**src/rtl/xconf_mem_pkg.sv**
```systemverilog
// xconf_mem_pkg: address map, defaults and FSM states for the configuration memory
package xconf_mem_pkg;
  localparam int CONF_BITS_DEF = 32;
  localparam int DATA_W_DEF = 32;
  localparam int CONF_REG_ADDR_W = 4;
  localparam int ADDR_W = CONF_REG_ADDR_W + 1;
  localparam int CONF_MEM_SLOTS = 64;
  localparam logic [ADDR_W-1:0] CONF_MEM_SAVE = 5'h10;
  localparam logic [ADDR_W-1:0] CONF_MEM_LOAD = 5'h11;
  localparam logic [ADDR_W-1:0] CONF_MEM_STATUS = 5'h12;
  typedef enum logic [1:0] {IDLE, SAVE, RD, LD} state_t;
endpackage

```
**src/rtl/xconf_mem_if.sv**
```systemverilog
// xconf_mem_if: req/rnw/addr/data control bus shared with the configuration register
interface xconf_mem_if #(
  parameter int DATA_W = xconf_mem_pkg::DATA_W_DEF,
  parameter int ADDR_W = xconf_mem_pkg::ADDR_W
);
  logic req;
  logic rnw;
  logic busy;
  logic [ADDR_W-1:0] addr;
  logic [DATA_W-1:0] data_in;
  logic [DATA_W-1:0] data_out;
  modport master(output req, rnw, addr, data_in, input data_out, busy);
  modport slave(input req, rnw, addr, data_in, output data_out, busy);
endinterface

```
**src/rtl/xconf_mem_ram.sv**
```systemverilog
// xconf_mem_ram: single-port synchronous RAM with registered read, no reset
module xconf_mem_ram #(
  parameter int W = 32,
  parameter int D = 64,
  parameter int AW = $clog2(D)
) (
  input  logic          clk,
  input  logic          we,
  input  logic [AW-1:0] addr,
  input  logic [W-1:0]  wdata,
  output logic [W-1:0]  rdata
);
  logic [W-1:0] mem [D];
  always_ff @(posedge clk) begin
    if (we) mem[addr] <= wdata;
    rdata <= mem[addr];
  end
endmodule

```
**src/rtl/xconf_mem.sv**
```systemverilog
// xconf_mem: saves/restores whole datapath configurations to/from a slot RAM
module xconf_mem import xconf_mem_pkg::*; #(
  parameter int CONF_BITS = CONF_BITS_DEF,
  parameter int SLOTS = CONF_MEM_SLOTS,
  parameter int SLOT_W = $clog2(SLOTS),
  parameter int DATA_W = DATA_W_DEF
) (
  input  logic                 clk,
  input  logic                 rst,
  input  logic [CONF_BITS-1:0] conf_cur,
  output logic [CONF_BITS-1:0] conf_in,
  output logic                 conf_ld,
  xconf_mem_if.slave           ctl
);
  state_t state, state_nx;
  logic [SLOT_W-1:0] last_slot, slot;
  logic [CONF_BITS-1:0] rdata;
  logic ovf, busy, wr, save_cmd, load_cmd, cmd, st_rd, unused_data;
  assign slot = ctl.data_in[SLOT_W-1:0];
  assign unused_data = ^ctl.data_in[DATA_W-1:SLOT_W];
  assign wr = ctl.req & ~ctl.rnw;
  assign save_cmd = wr & (ctl.addr == CONF_MEM_SAVE);
  assign load_cmd = wr & (ctl.addr == CONF_MEM_LOAD);
  assign cmd = save_cmd | load_cmd;
  assign st_rd = ctl.req & ctl.rnw & (ctl.addr == CONF_MEM_STATUS);
  assign busy = state != IDLE;
  assign ctl.busy = busy;
  always_comb begin
    state_nx = IDLE;
    if (state == IDLE) state_nx = save_cmd ? SAVE : load_cmd ? RD : IDLE;
    else if (state == RD) state_nx = LD;
  end
  always_ff @(posedge clk or negedge rst)
    if (!rst) state <= IDLE;
    else state <= state_nx;
  // a drop wins over a same-cycle status read so the overflow is never lost
  always_ff @(posedge clk or negedge rst)
    if (!rst) begin
      last_slot <= '0;
      ovf <= 1'b0;
      conf_ld <= 1'b0;
      conf_in <= '0;
      ctl.data_out <= '0;
    end else begin
      if (cmd && !busy) last_slot <= slot;
      ovf <= (cmd & busy) | (ovf & ~st_rd);
      conf_ld <= state == LD;
      if (state == LD) conf_in <= rdata;
      if (ctl.req && ctl.rnw) ctl.data_out <= st_rd ? DATA_W'({ovf, busy, last_slot}) : '0;
    end
  xconf_mem_ram #(.W(CONF_BITS), .D(SLOTS), .AW(SLOT_W)) u_ram (
    .clk(clk),
    .we(state == SAVE),
    .addr(last_slot),
    .wdata(conf_cur),
    .rdata(rdata)
  );
endmodule
```
**src/flat_wrapper.sv**
```systemverilog
// flat-port wrapper written by rule: the top's interface ports become plain ports
module xconf_mem_flat import xconf_mem_pkg::*;
#(
  parameter int CONF_BITS = CONF_BITS_DEF,
  parameter int SLOTS = CONF_MEM_SLOTS,
  parameter int SLOT_W = $clog2(SLOTS),
  parameter int DATA_W = DATA_W_DEF
)
  (clk, rst, conf_cur, conf_in, conf_ld, ctl_req, ctl_rnw, ctl_addr, ctl_data_in, ctl_data_out, ctl_busy);
  xconf_mem_if #(.DATA_W(DATA_W)) ctl_i ();
  input  logic clk;
  input  logic rst;
  input  logic [CONF_BITS-1:0] conf_cur;
  output logic [CONF_BITS-1:0] conf_in;
  output logic conf_ld;
  input wire logic [$bits(ctl_i.req)-1:0] ctl_req;
  input wire logic [$bits(ctl_i.rnw)-1:0] ctl_rnw;
  input wire logic [$bits(ctl_i.addr)-1:0] ctl_addr;
  input wire logic [$bits(ctl_i.data_in)-1:0] ctl_data_in;
  output wire logic [$bits(ctl_i.data_out)-1:0] ctl_data_out;
  output wire logic [$bits(ctl_i.busy)-1:0] ctl_busy;
  assign ctl_i.req = ctl_req;
  assign ctl_i.rnw = ctl_rnw;
  assign ctl_i.addr = ctl_addr;
  assign ctl_i.data_in = ctl_data_in;
  assign ctl_data_out = ctl_i.data_out;
  assign ctl_busy = ctl_i.busy;
  xconf_mem #(.CONF_BITS(CONF_BITS), .SLOTS(SLOTS), .SLOT_W(SLOT_W), .DATA_W(DATA_W)) u_core (.clk(clk), .rst(rst), .conf_cur(conf_cur), .conf_in(conf_in), .conf_ld(conf_ld), .ctl(ctl_i));
endmodule
```
**config.mk**
```make
export PLATFORM = sky130hd
export DESIGN_NAME = xconf_mem_flat
export DESIGN_NICKNAME = d
export VERILOG_FILES = /design/src/rtl/xconf_mem_pkg.sv /design/src/rtl/xconf_mem_if.sv /design/src/rtl/xconf_mem_ram.sv /design/src/rtl/xconf_mem.sv /design/src/flat_wrapper.sv
export SDC_FILE = /design/constraint.sdc
export NUM_CORES = 2
export LEC_CHECK = 0
export CORE_MARGIN = 8
export CORE_UTILIZATION = 40
export DETAILED_ROUTE_END_ITERATION = 8
export DONT_BUFFER_PORTS = 1
export PLACE_DENSITY_LB_ADDON = 0.1
export SYNTH_ARGS = -nofsm -noshare
export SYNTH_HDL_FRONTEND = slang
export SYNTH_HIERARCHICAL = 1
export SYNTH_SLANG_ARGS = --single-unit
```
**constraint.sdc**
```tcl
create_clock -name clk -period 7.27 [get_ports clk]
set_input_delay 0.727 -clock clk [delete_from_list [all_inputs] [get_ports clk]]
set_output_delay 0.727 -clock clk [all_outputs]
set_load 0.02 [all_outputs]
```
After elaboration in Yosys (flattened, before gate mapping) --
Memory sizes are Yosys's and may differ from the RTL's. A register that Yosys moved wholly into a read port is not among the register bits. Index checks and enable logic that the tools add are counted.
Word-level totals: flip-flop bits (word level) 74, bits in latches 0, bits in writable memories 2048, bits in read-only memories 0, input bits 73, output and inout port bits 66, word-level logic and storage cells 36, memories kept 1
Operators by class: $add $sub $neg 0, multipliers 0, divide/modulo/power cells 0, $lt $le $gt $ge 0, eq/ne operators 6, shift operators 0, mux-type cells 7, bitwise gates (word level) 11, reduce and logical (&&, ||, !) cells 5
Memories:
- u_core.u_ram.mem | depth 64, width 32, rd ports 1, clocked after memory_dff 1, write ports 1, line xconf_mem_ram.sv:13 | logic [W-1:0] mem [D];
Operator list (count):
- 5-bit equality test (second input constant) | 3
- 2-bit 2-to-1 mux | 4
- 8-bit 2-to-1 mux | 1
- 1-bit bitwise AND | 7
- 2-bit equality test (second input constant) | 2
- 2-bit by 1-bit equality test with 1-bit output (second input constant) | 1
- 1-bit logical AND | 2
- 2-bit logical NOT | 1
- 1-bit 2-to-1 mux | 2
- 1-bit NOT | 2
- 1-bit bitwise OR | 2
- 2-bit nonzero test | 1
- 1-bit logical NOT | 1

Depth between registers and ports, before layout --
depth in word-level cells 6, depth in mapped cells 13, mapped depth without buffers 6

Modules after synthesis --
Netlist, hierarchy kept.
By module, submodules not included:
- xconf_mem_ram | times used 1, cells each 4239, area each 78928.2 um^2, seq. area each 62139.6 um^2
- xconf_mem | times used 1, cells each 143, area each 2087.0 um^2, seq. area each 1251.2 um^2

Least setup slack after synthesis --
OpenSTA, ideal clock, no wires.
kind register -> register, start point register u_core.last_slot[2], end point memory u_core.u_ram.mem[11][0] (enable), arrival time 3197 ps, required time 6849 ps, slack 3652 ps, stages on the path, launching flop included 10, path buffers 6, clock period less this slack 3618 ps, cell sequence dfrtp_1 > buf_2 > buf_2 > buf_2 > buf_2 > buf_2 > buf_2 > nor2b_1 > nand2_1 > nor2_1
RTL lines:
- from (decl) | line xconf_mem.sv:16 | logic [SLOT_W-1:0] last_slot, slot;
- from (signal assigned) | line xconf_mem.sv:45 | if (cmd && !busy) last_slot <= slot;
- to (decl) | line xconf_mem_ram.sv:13
No word-level cell before the write port.

Worst setup path after layout --
start point register u_core.last_slot[1], end point memory u_core.u_ram.mem[14][21] (enable)
No word-level cell before the write port.

==> out/metrics.cfg <==
[min_path]
worstHoldStart = ctl_addr[1]
hp-class = input pin to flip-flop
hold_depth = 2
min_to = u_core/state[0]

[synth]
netlist_top_cells_area = edfxtp_1 76%, mux2i_1 3.2%, mux4_2 2.7%
synth_compound_area_frac = 0.0855
yosys_warnings = 6
synth_top_area_share = 0.759
ys.flop_type = edfxtp_1
yosys.area_share.simple = 0.0283
synth_top_family_by_area = compound AO/OA/AOI/OAI gates
async_reset_ff_frac = 0.0235
synth-xor-area-share = 0
synthTopCellsByCount = 2048 x edfxtp_1, 259 x mux2i_1, 188 x a22oi_1
synth_seq_cells = 2130
syn_area_per_cell_um2 = 18.5
yosysTopAreaCell = edfxtp_1
syn_inst = 4382
synth.most_common_cell = edfxtp_1
synthAdderAreaFrac = 0
synth_area_um2 = 81000
ys_seq_area_frac = 0.782
synthDistinctLibCells = 64
synth_edf_count = 2048
muxShareOfSynthArea = 0.0847

[critical_path]
r2r-start = u_core/last_slot[1]
cp_slowest_cell = nor2_4
arrival_ps = 5050
path_cells = buf_4 -> nor2b_2 -> nand3_1 -> nor2_4 -> buf_4
rr_worst_depth = 5
cp-end-kind = flip-flop
cpMostUsedCell = buf_4
required_ps = 7800
rr_endpoint = u_core/u_ram/mem[14][21]
reg2reg_slack_ps = 2750
cp-start-kind = flip-flop
cpPeakStageDelay_ps = 1320
path_max_fanout = 25
path_class = flip-flop to flip-flop

[clock_tree]
cts_max_level = 4
root_buffer = clkbuf_16
clkTransAtPathRegs_ps = 60
cts_buffers = 224
clkLatencyLatePin_ps = 870
cts_tree = yes
clock_path_buffers = 3
clock-sinks = 2130

[placement]
numPortBuffers = 0
globalplace.congestion = 0.808
place_ws_ps = 2680
dp_hpwl_mm = 141

[power_and_ir_drop]
power_mw = 30.4
powerDensity_nw_per_um2 = 325
ir_drop_v = 0.000248
power_leakage_nw = 29.8

[sta]
setup_tns_ps = 0
report.final.slew_viol_count = 0
rsz0062_at_grt = false
skew_ps = 47.1
post-route-min-period_ps = 4520
fmax_mhz = 221
setup_viol = 0
period_share = 0.622
slew_headroom = 0.0602
layout_setup_ws_ps = 2750
hold_viol = 0
worst_pin_slew_ps = 1410

[floorplanning]
core_um2 = 202000
rows = 165
die-area_um2 = 217000
fp.dieH_um = 466
start_util = 0.402
die_w_um = 466
io_pins = 139

[grt]
antenna_found_initial = 34
grt_util_all_layers = 0.239
grt_max_degree = 108
grt_pass1_vias = 42500
grt_pass1_wl_mm = 364
overflow = 0

[finish]
nets = 4592
final_layout_size_suffix_gt1_frac = 0.190
area_growth_pct = 15.2

[drt]
ant_nets = 0
dr.pass1.iters = 6
wl_per_cell_um = 36.0
routed_wl_mm = 267
drc = 0
vias = 44600
vias_per_cell = 6.01
drtIter0Drc = 5230

[flow_run]
cap_viol_max_count = 0

[run_status]
status = completed

==> layout by cell type (no fill, tap or decap), types with 50 or more instances in the layout <==
cell type / Yosys / final
edfxtp_1: 2048 / 2048
mux2i_1: 259 / 259
clkbuf_16: 0 / 226
a22oi_1: 188 / 188
mux2_2: 179 / 179
a221oi_1: 175 / 175
buf_4: 32 / 129
a21oi_1: 121 / 121
mux4_2: 96 / 96
o22ai_1: 93 / 93
o21ai_0: 87 / 87
and3_1: 85 / 85
nor2_1: 147 / 77
a22o_1: 74 / 74
o22a_1: 70 / 70
nor2_4: 0 / 68
clkbuf_1: 168 / 61
nand3_1: 54 / 53
clkinv_1: 0 / 52
clkinv_2: 0 / 50
==> logic make-up after synthesis <==
| kind of cell | count (synthesis) |
|---|---|
| flops | 2130 |
| compound gates | 945 |
| mux | 540 |
| simple gates | 436 |
| buf+inv | 330 |
| other cells | 1 |
==> metrics by stage <==
step                      instances   util  hold WS [ps]  area (um2)
final                          7407  0.463           103       93300
after detailed placement       6892  0.421           437       84800
after floorplan                4405      -           431       81100
after global routing           7389  0.463          57.3       93300
after global placement         6892  0.421           437       84800
after CTS                      7388  0.463          31.4       93300
==> layer usage <==
| layer | global-route usage | wire, um | up-vias |
|---|---|---|---|
| met1 | 0.348 | 116000 | 23900 |
| met4 | 0.0697 | 7710 | 8 |
| met3 | 0.0478 | 21500 | 314 |
| met2 | 0.367 | 122000 | 1921 |
| met5 | 0 | 36 | - |
| li1 | - | - | 18400 |
==> area by class of cell <==
cell class / instances / area (um2)
repair buffers: 214 / 2630
flip-flops and latches: 2130 / 63400
well taps: 2672 / 3340
multi-input cells: 1945 / 16900
clock inverters: 127 / 1010
clock buffers: 296 / 6010
diodes: 19 / 47.5
inverters: 4 / 22.5
fillers: 17100 / 108000
==> worst max path at each step <==
stage | from | end | cells past startpoint
2_1_floorplan | u_core/last_slot[2] | u_core/u_ram/mem[11][0] | 9
3_3_place_gp | u_core/last_slot[0] | u_core/u_ram/mem[13][29] | 5
3_5_place_dp | u_core/last_slot[1] | u_core/u_ram/rdata[21] | 6
4_1_cts | u_core/last_slot[1] | u_core/u_ram/rdata[21] | 6
5_1_grt | u_core/last_slot[0] | u_core/u_ram/mem[13][29] | 5
6_report | u_core/last_slot[1] | u_core/u_ram/mem[14][21] | 5
==> timing repair <==
action                                  CTS  global route
endpoints found under the hold margin  1786             0
buffers inserted                          0             0
resized for setup                         0             0
hold buffers                             73             0
==> critical path, delay by kind of cell (launching register included) <==
family,cells,cell delay [ps]
DFF,1,900
and+or+nand+nor,3,2500
buffers and inverters,2,750
==> report_power, final <==
part	leakage, nW	switching [mW]	internal (mW)
combinational	6.95	3.66	1.74
sequential	19.3	0.308	13.7
clock	3.45	4.82	6.17
total	29.8	8.78	21.6
==> registers in the layout (all words and copies together) (netlist names) <==
register	cells
u_core/conf_in	32
u_core/state	2
u_core/conf_ld	1
u_core/ovf	1
u_core/u_ram/rdata	32
u_core/u_ram/mem	2048
u_core/last_slot	6
u_core/ctl.data_out	8
Note: power is estimated with default switching activity, not from simulation.
